### src/rtl/stream_hs_checker_pkg.sv
// Shared types and helpers for the valid/ready stream handshake checker.
// Error codes, FSM states and a width-generic saturating increment.
package stream_hs_checker_pkg;

    localparam int unsigned SAT_W = 64;

    typedef enum logic [1:0] {
        NONE        = 2'd0,
        VALID_DROP  = 2'd1,
        DATA_CHANGE = 2'd2,
        TIMEOUT     = 2'd3
    } err_e;

    typedef enum logic [1:0] {
        IDLE    = 2'd0,
        PENDING = 2'd1,
        DONE    = 2'd2,
        ERROR   = 2'd3
    } state_e;

    // Increment val, holding at the all-ones value of a width-bit counter.
    function automatic logic [SAT_W-1:0] sat_inc(input logic [SAT_W-1:0] val,
                                                 input int unsigned      width);
        logic [SAT_W-1:0] max_v;
        if (width >= SAT_W) begin
            max_v = {SAT_W{1'b1}};
        end else begin
            max_v = (64'd1 << width) - 64'd1;
        end
        if (val >= max_v) begin
            return max_v;
        end else begin
            return val + 64'd1;
        end
    endfunction

endpackage

### src/rtl/stream_hs_sat_cnt.sv
// Saturating counter with synchronous reset, clear, enable and freeze.
// Clear together with enable loads 1 (start of a new count run).
module stream_hs_sat_cnt
    import stream_hs_checker_pkg::*;
#(
    parameter int unsigned Width = 32
) (
    input  logic             clk_i,
    input  logic             rst_i,
    input  logic             clr_i,
    input  logic             en_i,
    input  logic             frz_i,
    output logic [Width-1:0] cnt_o,
    output logic [Width-1:0] cnt_nxt_o
);

    logic [Width-1:0] cnt_r;
    logic [Width-1:0] cnt_nxt_s;

    // Next count: freeze holds, clear restarts, enable saturates upward.
    always_comb begin
        cnt_nxt_s = cnt_r;
        if (frz_i) begin
            cnt_nxt_s = cnt_r;
        end else if (clr_i) begin
            if (en_i) begin
                cnt_nxt_s = Width'(1'b1);
            end else begin
                cnt_nxt_s = '0;
            end
        end else if (en_i) begin
            cnt_nxt_s = Width'(sat_inc(SAT_W'(cnt_r), Width));
        end else begin
            cnt_nxt_s = cnt_r;
        end
    end

    // Count register.
    always_ff @(posedge clk_i) begin
        if (rst_i) begin
            cnt_r <= '0;
        end else begin
            cnt_r <= cnt_nxt_s;
        end
    end

    assign cnt_o     = cnt_r;
    assign cnt_nxt_o = cnt_nxt_s;

endmodule

### config.mk
export PLATFORM = sky130hd
export DESIGN_NAME = stream_hs_sat_cnt
export DESIGN_NICKNAME = d
export VERILOG_FILES = /design/src/rtl/stream_hs_checker_pkg.sv /design/src/rtl/stream_hs_sat_cnt.sv
export SDC_FILE = /design/constraint.sdc
export NUM_CORES = 1
export LEC_CHECK = 0
export ABC_AREA = 1
export CORE_MARGIN = 2
export CORE_UTILIZATION = 48
export DETAILED_ROUTE_END_ITERATION = 12
export PLACE_DENSITY = 0.89
export SYNTH_ARGS = -nofsm -noshare
export SYNTH_HDL_FRONTEND = slang
export SYNTH_SLANG_ARGS = --single-unit
### constraint.sdc
create_clock -name clk_i -period 2.6 [get_ports clk_i]
set_input_delay 0.52 -clock clk_i [delete_from_list [all_inputs] [get_ports clk_i]]
set_output_delay 0.52 -clock clk_i [all_outputs]
set_load 0.01 [all_outputs]
==> impl_metrics.py <==
metrics = {
    "global_routing": {
        "met3_usage_pct": 7.90,
        "grt_use_met2_pct": 55.1,
        "grt_pass1_wl_um": 14200,
        "grt_overflow_total": 0,
        "antenna_found_initial": 0,
        "grt.total_usage_pct": 32.8,
        "grt_max_degree": 33,
        "grt_pass1_vias": 3155,
        "grt_use_met1_pct": 38.1,
        "top_usage_layer": "met2",
    },
    "route": {
        "ant_nets": 0,
        "wl_um": 9840,
        "post_drt_wl_per_cell_um": 16.4,
        "vias": 3571,
        "drc": 0,
        "drtPass1Iterations": 6,
        "drt_iter0_drc": 562,
        "vias_per_cell": 5.96,
    },
    "sta": {
        "final_max_slew_viol_count": 0,
        "hold_violations": 0,
        "setup_viol": 1,
        "fin_crit_ns": 2.60,
        "slew_headroom_pct": 73.6,
        "period_share_pct": 100,
        "tightest_slew_ns": 0.396,
        "setup_ws_ns": -0.00000866,
        "max_clock_freq_mhz": 385,
        "rsz0062_at_grt": "yes",
        "clock_skew_ns": 0.00315,
    },
    "die": {
        "dieArea_um2": 5580,
        "core_um2": 4790,
        "fp.dieW_um": 74.7,
        "num_rows": 25,
        "io_pins": 69,
        "die_y_um": 74.7,
        "start_util_pct": 50.2,
    },
    "power_and_ir_drop": {
        "vdd_drop_max_v": 0.000182,
        "power_frac_clock_pct": 42.0,
        "combPwrFrac_pct": 7.8,
        "seqPwrFrac_pct": 50.2,
        "p_per_area_nw_per_um2": 258,
        "sw_frac_of_total_pct": 24.9,
        "leakage_uw": 0.00180,
        "intPower_uw": 731,
        "power_switching_uw": 242,
    },
    "worst_setup_path": {
        "crit_path_start_kind": "register",
        "cp.required_ns": 2.08,
        "slowest_stage": "dfxtp_2",
        "arrival_ns": 2.08,
        "cp-end-kind": "output port",
        "cp_slowest_stage_delay_ns": 0.40,
        "critPathBufInv": 1,
        "critPathTopFamily": "simple AND/OR/NAND/NOR gates",
        "path_cells": "nand2_1 > nor2_1 > nand2_1 > nor2_2 > nand2_1 > nand2_1 > nand3_1 > nand2_1 > nand2_1 > dlygate4sd2_1",
        "cpMostUsedCell": "nand2_1",
        "critPathKind": "reg -> out",
        "crit_fanout": 6,
    },
    "yosys": {
        "synth.distinct_cells": 32,
        "yosys-top-cells-area": "nand2_1 27%, dfxtp_1 27%, nand3_1 6.9%, a21oi_1 6.0%, nor2_1 5.6%",
        "ys_ff_latch": 32,
        "synthAdderAreaFrac_pct": 0.521,
        "synth_edf_count": 0,
        "synth_top_family_by_area": "simple AND/OR/NAND/NOR gates",
        "yosys.area_share.simple_pct": 53.1,
        "syn_area_per_cell_um2": 5.91,
        "synth.area.mux_share_pct": 0,
        "synth_area_um2": 2400,
        "ys_seq_area_share_pct": 26.7,
        "synth_xor_area_share_pct": 1.46,
        "yosysMostFrequentCell": "nand2_1",
        "synth_compound_area_share_pct": 10.7,
        "yosysWarnings": 0,
        "syn_nets": 412,
        "synth_top_cell_by_area": "nand2_1",
        "synth_commonest_cells": "174 x nand2_1, 36 x nor2_1, 33 x nand3_1",
        "synthCells": 406,
        "async_reset_ff_share_pct": 0,
        "synth_ff_type": "dfxtp_1",
        "synth_top_area_share_pct": 27.2,
    },
    "layout": {
        "final_nets": 537,
        "n_antenna_cell": 0,
        "n_fill_cell": 302,
        "regArea_um2": 679,
        "largest_reg_flops": 32,
        "areaGrowthSynthToFinish_pct": 56.9,
        "multiInputGateArea_um2": 1730,
        "drive_gt1_share_pct": 31.4,
        "fin_util_pct": 78.7,
    },
    "worst_hold_path": {
        "hold_path_class": "reg -> reg",
    },
    "clock_network": {
        "cts.sinks": 32,
        "ctsHtreeMaxLevel": 2,
        "cts_tree": "yes",
        "clkTransAtPathRegs_ns": 0.07,
        "cts_buffers": 5,
        "cts.path.max_buffers": 2,
        "clock_latency_ns": 0.29,
        "root_buffer": "clkbuf_8",
        "ctsHoldBuffers": 0,
    },
    "outcome": {
        "failed_checks": "negative setup slack",
        "outcome": "complete, but fails checks",
    },
    "place": {
        "port_buffers": 68,
        "place_ws_ns": -0.442,
        "place_congestion": 0.971,
        "place_hpwl_um": 5730,
    },
    "job": {
        "drv_cap": 0,
    },
}
-- layout make-up --
type,instances,area share (%)
inverter,28,2.79
sequential,32,18.0
clock buffer,8,2.39
timing repair buffer,131,28.6
tap,67,2.23
multi-input combinational,333,45.9
-- cell families after synthesis --
family          count (synthesis)
fa+ha+maj                       1
buf+inv                        41
flops                          32
simple gates                  283
compound gates                 45
xor+xnor                        4
-- final timing paths --
path | slack, ns | end | startpoint | cells after the start
worst max-delay path | -0.000009 | cnt_nxt_o[29] | cnt_o[16] | 10
worst min-delay path | 0.52 | cnt_o[7] | cnt_o[7] | 2
worst max register to register | 0.73 | cnt_o[31] | cnt_o[0] | 11
worst min register to register | 0.52 | cnt_o[7] | cnt_o[7] | 2
-- layout by cell type, fill, tap and decap left out, types with 7 or more instances in the layout --
cell / count
nand2_1: 166
buf_4: 55
clkdlybuf4s50_1: 34
nand3_1: 29
a21oi_1: 29
inv_1: 27
nor2_1: 24
dfxtp_2: 16
clkbuf_2: 14
nand3b_1: 13
dfxtp_1: 11
buf_2: 11
nand2_2: 10
nor2_2: 10
nor2_4: 9
buf_6: 7
-- per-stage QoR --
stage	TNS (ns)	hold slack (ns)	instance area (µm²)	instances	total power, µW
detailed placement	-12.35	0.538	3480	580	573
global route	-0.561	0.538	3770	599	986
CTS	-0.00801	0.525	3740	596	966
floorplan	0	0.546	2400	406	536
finish	-0.00000866	0.523	3770	599	973
global placement	-11.47	0.527	3480	580	571
-- metal layers --
metal  up-vias  wire (µm)
li1       1565          -
met1      1571       3480
met2       333       4520
met3       102       1150
met4         0        695
met5         -          0
-- what timing repair did --
action	in CTS	in global routing
resized for setup	99	76
hold endpoints to repair	0	0
endpoints found under the setup margin	32	32
gates cloned	2	0
setup buffers	6	3
pin swaps	8	16
-- power by group through the flow --
stage	Clock [µW]	Combinational, µW	Sequential [µW]
after floorplan	0	31.4	505
after global placement	0	67.2	503
after detailed placement	0	69.1	504
after CTS	404	69.8	492
after global routing	418	79.0	489
final	409	75.5	489
-- tightest hold or removal path, delay by kind of cell (launching register included) --
kind,cells,cell delay (ns)
and+or+nand+nor,1,0.08
AOI/OAI and AO/OA,1,0.06
DFF,1,0.35
Power figures use the tool's default switching activity.
